### src/rtl/iir_order2_seq.sv
// Sequencing and state wrapper around a combinational biquad core: channel-multiplexed
// sample stream in, per-channel x/y history, shadow/active coefficient banks, result stream out.
module iir_order2_seq #(
    parameter int DWIDTH = 16,
    parameter int CWIDTH = 24,
    parameter int NCH    = 4
) (
    input  logic                        i_clk,
    input  logic                        i_rst,
    input  logic                        i_coef_we,
    input  logic [2:0]                  i_coef_addr,
    input  logic signed [CWIDTH-1:0]    i_coef_wdata,
    input  logic                        i_coef_commit,
    input  logic                        i_hist_clr,
    input  logic                        i_in_valid,
    output logic                        o_in_ready,
    input  logic [$clog2(NCH)-1:0]      i_in_ch,
    input  logic signed [DWIDTH-1:0]    i_in_data,
    output logic                        o_out_valid,
    input  logic                        i_out_ready,
    output logic [$clog2(NCH)-1:0]      o_out_ch,
    output logic signed [DWIDTH-1:0]    o_out_data,
    output logic signed [DWIDTH-1:0]    o_core_x0,
    output logic signed [DWIDTH-1:0]    o_core_x1,
    output logic signed [DWIDTH-1:0]    o_core_x2,
    output logic signed [DWIDTH-1:0]    o_core_y1,
    output logic signed [DWIDTH-1:0]    o_core_y2,
    output logic signed [CWIDTH-1:0]    o_core_b0,
    output logic signed [CWIDTH-1:0]    o_core_b1,
    output logic signed [CWIDTH-1:0]    o_core_b2,
    output logic signed [CWIDTH-1:0]    o_core_a1,
    output logic signed [CWIDTH-1:0]    o_core_a2,
    input  logic signed [DWIDTH-1:0]    i_core_y0
);

    localparam int CHW = $clog2(NCH);

    typedef enum logic [1:0] {S_IDLE, S_CALC, S_OUT} state_t;

    state_t r_state, w_state_nxt;

    logic w_accept, w_capture, w_release, w_do_commit, w_do_clr, w_in_ready;
    logic r_commit_pend, r_clr_pend, r_vld_p1;

    logic signed [DWIDTH-1:0] r_x0_p0;
    logic [CHW-1:0]           r_ch_p0;
    logic signed [DWIDTH-1:0] r_out_data_p1;
    logic [CHW-1:0]           r_out_ch_p1;
    logic signed [DWIDTH-1:0] r_cx0, r_cx1, r_cx2, r_cy1, r_cy2;

    logic signed [DWIDTH-1:0] r_hx1 [NCH];
    logic signed [DWIDTH-1:0] r_hx2 [NCH];
    logic signed [DWIDTH-1:0] r_hy1 [NCH];
    logic signed [DWIDTH-1:0] r_hy2 [NCH];

    logic signed [CWIDTH-1:0] r_sb0, r_sb1, r_sb2, r_sa1, r_sa2;
    logic signed [CWIDTH-1:0] r_ab0, r_ab1, r_ab2, r_aa1, r_aa2;

    always_ff @(posedge i_clk) begin
        if (i_rst) r_state <= S_IDLE;
        else       r_state <= w_state_nxt;
    end

    // Pending commit/clear are serviced in IDLE, blocking intake for that one cycle.
    always_comb begin
        w_state_nxt = r_state;
        w_accept    = 1'b0;
        w_capture   = 1'b0;
        w_release   = 1'b0;
        w_do_commit = 1'b0;
        w_do_clr    = 1'b0;
        w_in_ready  = 1'b0;
        case (r_state)
            S_IDLE: begin
                w_do_commit = r_commit_pend;
                w_do_clr    = r_clr_pend;
                w_in_ready  = !r_commit_pend && !r_clr_pend;
                if (i_in_valid && w_in_ready) begin
                    w_accept    = 1'b1;
                    w_state_nxt = S_CALC;
                end
            end
            S_CALC: begin
                w_capture   = 1'b1;
                w_state_nxt = S_OUT;
            end
            S_OUT: begin
                if (i_out_ready) begin
                    w_release   = 1'b1;
                    w_state_nxt = S_IDLE;
                end
            end
            default: w_state_nxt = S_IDLE;
        endcase
    end

    always_ff @(posedge i_clk) begin
        if (i_rst) begin
            r_commit_pend <= 1'b0;
            r_clr_pend    <= 1'b0;
            r_vld_p1      <= 1'b0;
        end else begin
            r_commit_pend <= i_coef_commit || (r_commit_pend && !w_do_commit);
            r_clr_pend    <= i_hist_clr || (r_clr_pend && !w_do_clr);
            if (w_capture)      r_vld_p1 <= 1'b1;
            else if (w_release) r_vld_p1 <= 1'b0;
        end
    end

    // Copy uses the pre-write shadow value when a write coincides with it.
    always_ff @(posedge i_clk) begin
        if (i_rst) begin
            r_sb0 <= '0; r_sb1 <= '0; r_sb2 <= '0; r_sa1 <= '0; r_sa2 <= '0;
            r_ab0 <= '0; r_ab1 <= '0; r_ab2 <= '0; r_aa1 <= '0; r_aa2 <= '0;
        end else begin
            if (i_coef_we) begin
                case (i_coef_addr)
                    3'd0:    r_sb0 <= i_coef_wdata;
                    3'd1:    r_sb1 <= i_coef_wdata;
                    3'd2:    r_sb2 <= i_coef_wdata;
                    3'd3:    r_sa1 <= i_coef_wdata;
                    3'd4:    r_sa2 <= i_coef_wdata;
                    default: ;
                endcase
            end
            if (w_do_commit) begin
                r_ab0 <= r_sb0; r_ab1 <= r_sb1; r_ab2 <= r_sb2;
                r_aa1 <= r_sa1; r_aa2 <= r_sa2;
            end
        end
    end

    // Accept stage (p0): latch sample and present channel history to the core.
    always_ff @(posedge i_clk) begin
        if (i_rst) begin
            r_x0_p0 <= '0;
            r_ch_p0 <= '0;
            r_cx0   <= '0; r_cx1 <= '0; r_cx2 <= '0; r_cy1 <= '0; r_cy2 <= '0;
        end else if (w_accept) begin
            r_x0_p0 <= i_in_data;
            r_ch_p0 <= i_in_ch;
            r_cx0   <= i_in_data;
            r_cx1   <= r_hx1[i_in_ch];
            r_cx2   <= r_hx2[i_in_ch];
            r_cy1   <= r_hy1[i_in_ch];
            r_cy2   <= r_hy2[i_in_ch];
        end
    end

    // Result stage (p1): capture core output and hold it until the handshake.
    always_ff @(posedge i_clk) begin
        if (i_rst) begin
            r_out_data_p1 <= '0;
            r_out_ch_p1   <= '0;
        end else if (w_capture) begin
            r_out_data_p1 <= i_core_y0;
            r_out_ch_p1   <= r_ch_p0;
        end
    end

    always_ff @(posedge i_clk) begin
        if (i_rst || w_do_clr) begin
            for (int i = 0; i < NCH; i++) begin
                r_hx1[i] <= '0; r_hx2[i] <= '0; r_hy1[i] <= '0; r_hy2[i] <= '0;
            end
        end else if (w_capture) begin
            r_hx2[r_ch_p0] <= r_hx1[r_ch_p0];
            r_hx1[r_ch_p0] <= r_x0_p0;
            r_hy2[r_ch_p0] <= r_hy1[r_ch_p0];
            r_hy1[r_ch_p0] <= i_core_y0;
        end
    end

    assign o_in_ready  = w_in_ready;
    assign o_out_valid = r_vld_p1;
    assign o_out_ch    = r_out_ch_p1;
    assign o_out_data  = r_out_data_p1;
    assign o_core_x0   = r_cx0;
    assign o_core_x1   = r_cx1;
    assign o_core_x2   = r_cx2;
    assign o_core_y1   = r_cy1;
    assign o_core_y2   = r_cy2;
    assign o_core_b0   = r_ab0;
    assign o_core_b1   = r_ab1;
    assign o_core_b2   = r_ab2;
    assign o_core_a1   = r_aa1;
    assign o_core_a2   = r_aa2;

endmodule

### config.mk
export PLATFORM = sky130hd
export DESIGN_NAME = iir_order2_seq
export DESIGN_NICKNAME = d
export VERILOG_FILES = /design/src/rtl/iir_order2_seq.sv
export SDC_FILE = /design/constraint.sdc
export NUM_CORES = 1
export LEC_CHECK = 0
export CORE_MARGIN = 10
export CORE_UTILIZATION = 46
export DETAILED_ROUTE_END_ITERATION = 7
export PLACE_DENSITY = 0.75
export SETUP_SLACK_MARGIN = 0.4
export SYNTH_ARGS = -nofsm -noshare
export SYNTH_HDL_FRONTEND = slang
export SYNTH_SLANG_ARGS = --single-unit
export TNS_END_PERCENT = 1
### constraint.sdc
create_clock -name i_clk -period 3.83 [get_ports i_clk]
set_clock_uncertainty 0.15 [all_clocks]
set_input_delay 1.149 -clock i_clk [delete_from_list [all_inputs] [get_ports i_clk]]
set_output_delay 1.149 -clock i_clk [all_outputs]
set_load 0.02 [all_outputs]
==> Implementation_results.wiki, run 1 <==
{| class="wikitable"
! Metric !! Value
|-
| Power density over cell area || 487 nW/um2
|-
| Total gr overflow || 0
|-
| Final worst setup slack || 0.571 ns
|-
| Design Power || 14.1 mW
|-
| Clock period minus worst slack || 3.26 ns
|-
| H-tree lvl count || 2
|-
| GP Congestion || 0.847
|-
| P_int || 10.8 mW
|-
| Setup repair after global routing missed its margin || false
|-
| Fill cell instance count of the final layout || 4022
|-
| Leakage component of the power || 10.5 nW
|-
| Worst hold slack after final layout || 0.301 ns
|-
| Series of cell instances along the critical path || or4_4 -> inv_1 -> dlygate4sd2_1
|-
| DRC violation total after the first TritonRoute iteration || 1656
|-
| Via count of the first global-routing pass || 16739
|-
| Number of buffers inserted during clock tree synthesis || 61
|-
| Warning count from the yosys run || 0
|-
| Class of the tightest hold or removal check || flop to flop
|-
| Max clock buf depth || 3
|-
| Rel. slew slack || 0.181
|-
| Height of the chip || 245 um
|-
| Met1 track demand over resource || 0.257
|-
| Commonest non-fill, non-tap cell in the layout || sky130_fd_sc_hd__nand2_1
|-
| Critical path data required time || 2.53 ns
|-
| Largest driver fanout on the critical path || 2
|-
| Pin count of the biggest net entering global routing || 252
|-
| CP Launch Type || flop
|-
| Total of flip-flops plus latches after synthesis || 603
|-
| Cell count after synthesis || 2020
|-
| Clk pin slew, worst setup/hold paths || 0.06 ns
|-
| Proportion of synthesized chip area in sequential cells || 0.626
|-
| GRT met3 Usage || 0.0597
|-
| Setup CP Type || flop to output port
|-
| Setup-failing EPs final || 0
|-
| Num rows || 82
|-
| Upper clock frequency limit || 0.307 GHz
|-
| Per-cell routed wire length || 21.8 um
|-
| Clock share of power || 0.415
|-
| Cell at the root of the clock tree || sky130_fd_sc_hd__clkbuf_16
|-
| Clock Sinks || 603
|-
| Worst Max-Slew Pin Slew || 1.23 ns
|-
| Result of the run || complete, no violations
|-
| Number of antenna violations at the first check in global routing || 2
|-
| Overall die area || 60300 um2
|-
| Core area || 50200 um2
|-
| Fraction of power spent switching nets || 0.234
|-
| Max-capacitance violation count || 0
|-
| CP endpoint kind || output port
|-
| Initial core utilization || 0.466
|-
| Share of power burned in combinational logic || 0.081
|-
| Max-slew violations || 0
|-
| DRC viols || 0
|-
| Detail Placement HPWL || 41400 um
|-
| Post-detailed-route count of antenna-violating nets || 0
|-
| Sw power || 3.30 mW
|-
| Arrival time of the worst setup path || 1.96 ns
|-
| First-pass DRT Iterations || 5
|-
| Clock latency reported for the late side of the worst-skew pair || 0.63 ns
|-
| Worst path slowest cell || sky130_fd_sc_hd__or4_4
|-
| Synth cell types || 36
|-
| Number of nets produced by synthesis || 2088
|-
| Wire length of the first global-routing pass || 98300 um
|-
| Final hold vios || 0
|-
| Port Buf Inserts || 287
|-
| Dpl ws || 0.486 ns
|-
| Average cell area after synthesis || 11.6 um2
|-
| Post-Route Setup TNS || 0 ns
|-
| TritonCTS clock tree || built
|-
| Tot GR Track Use || 0.209
|-
| Layer with the highest usage || met2
|-
| Vias || 16564
|-
| Number of vias per cell || 5.56
|-
| Worst supply voltage drop on vdd || 0.000422 V
|-
| Net count of the finished layout || 2321
|-
| Cell area after synthesis || 23400 um2
|-
| Layout-stage area growth over the synthesis result || 23.9%
|-
| Share of power burned in registers || 0.504
|-
| Peak per-stage delay on the critical path || 0.55 ns
|-
| Fraction of met2 tracks used by global routing || 0.354
|-
| Fraction of layout instances using a drive strength above 1 || 0.111
|-
| Total detailed-routing wirelength || 64900 um
|-
| Chip width || 245 um
|-
| I/O pin cnt || 288
|-
| Most used cells in the layout excluding fill and tap cells || sky130_fd_sc_hd__nand2_1 (481), sky130_fd_sc_hd__dfxtp_1 (345), sky130_fd_sc_hd__clkdlybuf4s50_1 (283), sky130_fd_sc_hd__a21oi_1 (262), sky130_fd_sc_hd__edfxtp_1 (256)
|-
| Tcrit/Tclk final || 0.851
|}
==> cell type report <==
class / count / area [um2] / share of cell area
Inverter: 4 / 15.0 / 0.000518
Multi-Input combinational cell: 1250 / 8170 / 0.282
Clock buffer: 95 / 1780 / 0.0613
Sequential cell: 603 / 14600 / 0.505
Antenna cell: 1 / 2.50 / 0.0000863
Tap cell: 672 / 841 / 0.0290
Clock inverter: 20 / 205 / 0.00708
Timing Repair Buffer: 333 / 3340 / 0.115
==> registers in the layout (all words and copies together) (netlist names), 64 cells and up, named ones only <==
signal,flops
r_hx2,64
r_hx1,64
r_hy1,64
r_hy2,64
==> timing repair <==
item                                    in CTS  in global routing
buffers inserted                             0                  0
hold buffers                                 0                  0
endpoints found under the setup margin       1                  0
gates resized for setup                      1                  0
==> power groups by stage <==
stage	combinational, mW	clock [mW]	sequential (mW)
6_report	1.14	5.86	7.12
5_1_grt	1.21	6.20	7.14
4_1_cts	1.15	5.95	7.12
3_5_place_dp	1.14	0	7.25
3_3_place_gp	1.13	0	7.23
2_1_floorplan	0.591	0	7.27
==> metal layers <==
layer	up-vias	routed length [um]
li1	7574	-
met1	8238	25400
met2	651	32000
met3	97	5940
met4	4	1580
met5	-	25
==> stage by stage <==
step                      cell area (um2)  instances  utilization
after CTS                           29000       2977        0.578
after floorplan                     23400       2020            -
after detailed placement            27000       2862        0.538
final                               29000       2978        0.578
after global routing                29000       2977        0.578
after global placement              27000       2862        0.538
==> cells in the mapped netlist, drive strengths merged <==
library cell,instances,share of area
nand2,481,0.077
dfxtp,347,0.30
a21oi,263,0.056
edfxtp,256,0.33
and2,191,0.051
clkbuf,126,0.020
mux4,96,0.092
a22o,66,0.025
and3,65,0.017
buf,37,0.0097
o21ai,19,0.0041
nand3,18,0.0039
a21o,16,0.0051
nor2,8,0.0013
inv,4,0.00064
nand2b,3,0.00080
nand4bb,3,0.0014
nor3b,3,0.00096
nor4bb,3,0.0013
and4b,2,0.00086
nor2b,2,0.00053
a211oi,1,0.00032
a31oi,1,0.00027
and3b,1,0.00037
nand4b,1,0.00037
nor3,1,0.00043
nor4b,1,0.00064
o21bai,1,0.00032
or2,1,0.00027
or3b,1,0.00037
or4,1,0.00048
or4b,1,0.00043
==> final timing paths <==
| path | start | end | slack (ns) | cells past startpoint |
|---|---|---|---|---|
| worst min-delay path | o_core_a1[10]$_SDFFE_PP0P_ | o_core_a1[10]$_SDFFE_PP0P_ | 0.30 | 2 |
| worst max register to register | r_state[0]$_SDFFE_PP0P_ | o_core_a2[21]$_SDFFE_PP0P_ | 1.33 | 5 |
| worst max-delay path | r_state[0]$_SDFFE_PP0P_ | o_in_ready | 0.57 | 3 |
| worst min register to register | o_core_a1[10]$_SDFFE_PP0P_ | o_core_a1[10]$_SDFFE_PP0P_ | 0.30 | 2 |
==> critical path, delay by kind of cell, from the launching register on <==
family                 cells  cell delay [ns]
buffers and inverters      2             0.45
DFF                        1             0.33
and+or+nand+nor            1             0.55
==> logic make-up after synthesis <==
kind of cell	share of synthesized area
simple gates	0.160
flops	0.626
compound gates	0.0913
buf+inv	0.0306
mux	0.0924
No activity file was read; power rests on OpenSTA's default activity.
==> run 2, diff against run 1 <==
--- a/config.mk
+++ b/config.mk
@@ -10,6 +10,7 @@
 export DETAILED_ROUTE_END_ITERATION = 7
 export PLACE_DENSITY = 0.75
 export SETUP_SLACK_MARGIN = 0.4
+export SLEW_MARGIN = 20
 export SYNTH_ARGS = -nofsm -noshare
 export SYNTH_HDL_FRONTEND = slang
 export SYNTH_SLANG_ARGS = --single-unit
==> run 2 against run 1 <==
Net effect:
- fmax is essentially flat
- count of clock-buffer cells in the layout unchanged
- non-clock buffer count unchanged
- critical path depth unchanged
- first-iteration DRC count grew 0.24%
- die area unchanged
- largest power group unchanged
==> Implementation_results.wiki, run 2 (same netlist as run 1, synthesis figures left out) <==
{| class="wikitable"
! Metric !! Value
|-
| TritonCTS clock tree || built (unchanged)
|-
| Setup repair after global routing missed its margin || false (unchanged)
|-
| Leakage component of the power || 10.5 nW (about the same)
|-
| Via count of the first global-routing pass || 16739 (unchanged)
|-
| Clk pin slew, worst setup/hold paths || 0.06 ns (about the same)
|-
| Wire length of the first global-routing pass || 98300 um (unchanged)
|-
| Crit-path leading delay family || simple AND/OR/NAND/NOR gates (unchanged)
|-
| Overall die area || 60300 um2 (unchanged)
|-
| Max clock buf depth || 3 (unchanged)
|-
| Cell at the root of the clock tree || sky130_fd_sc_hd__clkbuf_16 (unchanged)
|-
| DRC viols || 0 (unchanged)
|-
| Post-Route Setup TNS || 0 ns (unchanged)
|-
| Largest driver fanout on the critical path || 2 (unchanged)
|-
| Height of the chip || 245 um (unchanged)
|-
| Critical path data required time || 2.53 ns (about the same)
|-
| CP endpoint kind || output port (unchanged)
|-
| Tcrit/Tclk final || 0.851 (about the same)
|-
| Layer with the highest usage || met2 (unchanged)
|-
| Port Buf Inserts || 287 (unchanged)
|-
| Fin cells || 2978 (unchanged)
|-
| Per-cell routed wire length || 21.8 um (about the same)
|-
| Series of cell instances along the critical path || or4_4 -> inv_1 -> dlygate4sd2_1 (unchanged)
|-
| Fill cell instance count of the final layout || 4021 (was 4022)
|-
| Post-detailed-placement cell area || 27000 um2 (unchanged)
|-
| Post-layout instance area || 29000 um2 (about the same)
|-
| Fraction of layout instances using a drive strength above 1 || 0.111 (unchanged)
|-
| Worst hold slack after final layout || 0.301 ns (about the same)
|-
| I/O pin cnt || 288 (unchanged)
|-
| Final hold vios || 0 (unchanged)
|-
| Max-slew violations || 0 (unchanged)
|-
| Final worst setup slack || 0.572 ns (was 0.571 ns)
|-
| Number of antenna violations at the first check in global routing || 2 (unchanged)
|-
| Most used cells in the layout excluding fill and tap cells || sky130_fd_sc_hd__nand2_1 (481), sky130_fd_sc_hd__dfxtp_1 (345), sky130_fd_sc_hd__clkdlybuf4s50_1 (283), sky130_fd_sc_hd__a21oi_1 (262), sky130_fd_sc_hd__edfxtp_1 (256) (unchanged)
|-
| Post-detailed-route count of antenna-violating nets || 0 (unchanged)
|-
| GP Congestion || 0.847 (unchanged)
|-
| Detail Placement HPWL || 41400 um (unchanged)
|-
| Worst supply voltage drop on vdd || 0.000422 V (about the same)
|-
| Pin count of the biggest net entering global routing || 252 (unchanged)
|-
| Net count of the finished layout || 2321 (unchanged)
|-
| Number of vias per cell || 5.56 (about the same)
|-
| Placed insts || 2862 (unchanged)
|-
| Clock Sinks || 603 (unchanged)
|-
| Buffers inserted by post-CTS timing repair || 0 (unchanged)
|-
| Peak per-stage delay on the critical path || 0.55 ns (about the same)
|-
| Tot GR Track Use || 0.209 (unchanged)
|-
| H-tree lvl count || 2 (unchanged)
|-
| Final core utilization || 0.578 (about the same)
|-
| Design Power || 14.1 mW (about the same)
|-
| Number of buffers inserted during clock tree synthesis || 61 (unchanged)
|-
| Met1 track demand over resource || 0.257 (unchanged)
|-
| Chip width || 245 um (unchanged)
|-
| Clock period minus worst slack || 3.26 ns (about the same)
|-
| Core area || 50200 um2 (unchanged)
|-
| Rel. slew slack || 0.184 (was 0.181)
|-
| Clock latency reported for the late side of the worst-skew pair || 0.63 ns (about the same)
|-
| Upper clock frequency limit || 0.307 GHz (about the same)
|-
| Vias || 16566 (was 16564)
|-
| Area taken by multi-input logic gates || 8180 um2 (was 8170 um2)
|-
| CP Launch Type || flop (unchanged)
|-
| Power density over cell area || 487 nW/um2 (about the same)
|-
| Layout-stage area growth over the synthesis result || 23.9% (about the same)
|-
| Worst Max-Slew Pin Slew || 1.22 ns (was 1.23 ns)
|-
| First-pass DRT Iterations || 5 (unchanged)
|-
| Fraction of met2 tracks used by global routing || 0.354 (unchanged)
|-
| Register area || 14600 um2 (unchanged)
|-
| Setup-failing EPs final || 0 (unchanged)
|-
| Initial core utilization || 0.466 (unchanged)
|-
| GRT met3 Usage || 0.0597 (unchanged)
|-
| Worst path slowest cell || sky130_fd_sc_hd__or4_4 (unchanged)
|-
| Result of the run || complete, no violations (unchanged)
|-
| Dpl ws || 0.486 ns (unchanged)
|-
| Total gr overflow || 0 (unchanged)
|-
| Total detailed-routing wirelength || 64800 um (was 64900 um)
|-
| Arrival time of the worst setup path || 1.96 ns (about the same)
|-
| Setup CP Type || flop to output port (unchanged)
|-
| DRC violation total after the first TritonRoute iteration || 1660 (was 1656)
|-
| Class of the tightest hold or removal check || flop to flop (unchanged)
|-
| Max-capacitance violation count || 0 (unchanged)
|-
| Num rows || 82 (unchanged)
|-
| Commonest non-fill, non-tap cell in the layout || sky130_fd_sc_hd__nand2_1 (unchanged)
|-
| Critical path buffer and inverter count || 2 (unchanged)
|}
[run 2: cell types whose count changed in the layout (fill, tap and decap cells not counted)]
cell / before / now
sky130_fd_sc_hd__nor2_2: 1 / 0
sky130_fd_sc_hd__nor2_4: 1 / 2
[run 2: worst reg2reg max path: cells and delay by family (launching register included)]
family | cells | cell delay (ns)
AO/OA/AOI/OAI | 1 | 0.17
flip-flops | 1 | 0.37
buffers and inverters | 2 | 0.74
AND/OR/NAND/NOR | 2 | 0.95
[run 2: layout make-up]
class / instances / area share
repair buffers: 333 / 0.115
clock buffers: 95 / 0.0612
diodes: 1 / 0.0000863
flip-flops and latches: 603 / 0.505
well taps: 672 / 0.0290
inverters: 4 / 0.000518
clock inverters: 20 / 0.00708
multi-input cells: 1250 / 0.282
[run 2: path summary, 6_finish.rpt]
check,from,end,slack (ns),depth (start not counted)
worst max-delay path,r_state[0]$_SDFFE_PP0P_,o_in_ready,0.57,3
worst min-delay path,o_core_a1[10]$_SDFFE_PP0P_,o_core_a1[10]$_SDFFE_PP0P_,0.30,2
worst max register to register,r_state[0]$_SDFFE_PP0P_,o_core_a2[21]$_SDFFE_PP0P_,1.34,5
worst min register to register,o_core_a1[10]$_SDFFE_PP0P_,o_core_a1[10]$_SDFFE_PP0P_,0.30,2
[run 2: power breakdown]
part,switching [mW],internal [mW],leakage [nW]
clock,2.47,3.39,0.966
combinational,0.677,0.463,3.98
sequential,0.149,6.97,5.54
total,3.30,10.8,10.5
[run 2: per-layer routing]
metal  up-vias  part of all wire
met4         4             0.024
met1      8237              0.39
met3        97             0.092
li1       7576                 -
met2       652              0.49
met5         -           0.00039
[run 2: what timing repair did]
item                                    CTS  global route
endpoints found under the setup margin    1             0
gates resized for setup                   1             0
hold endpoints to repair                  0             0
hold buffers                              0             0
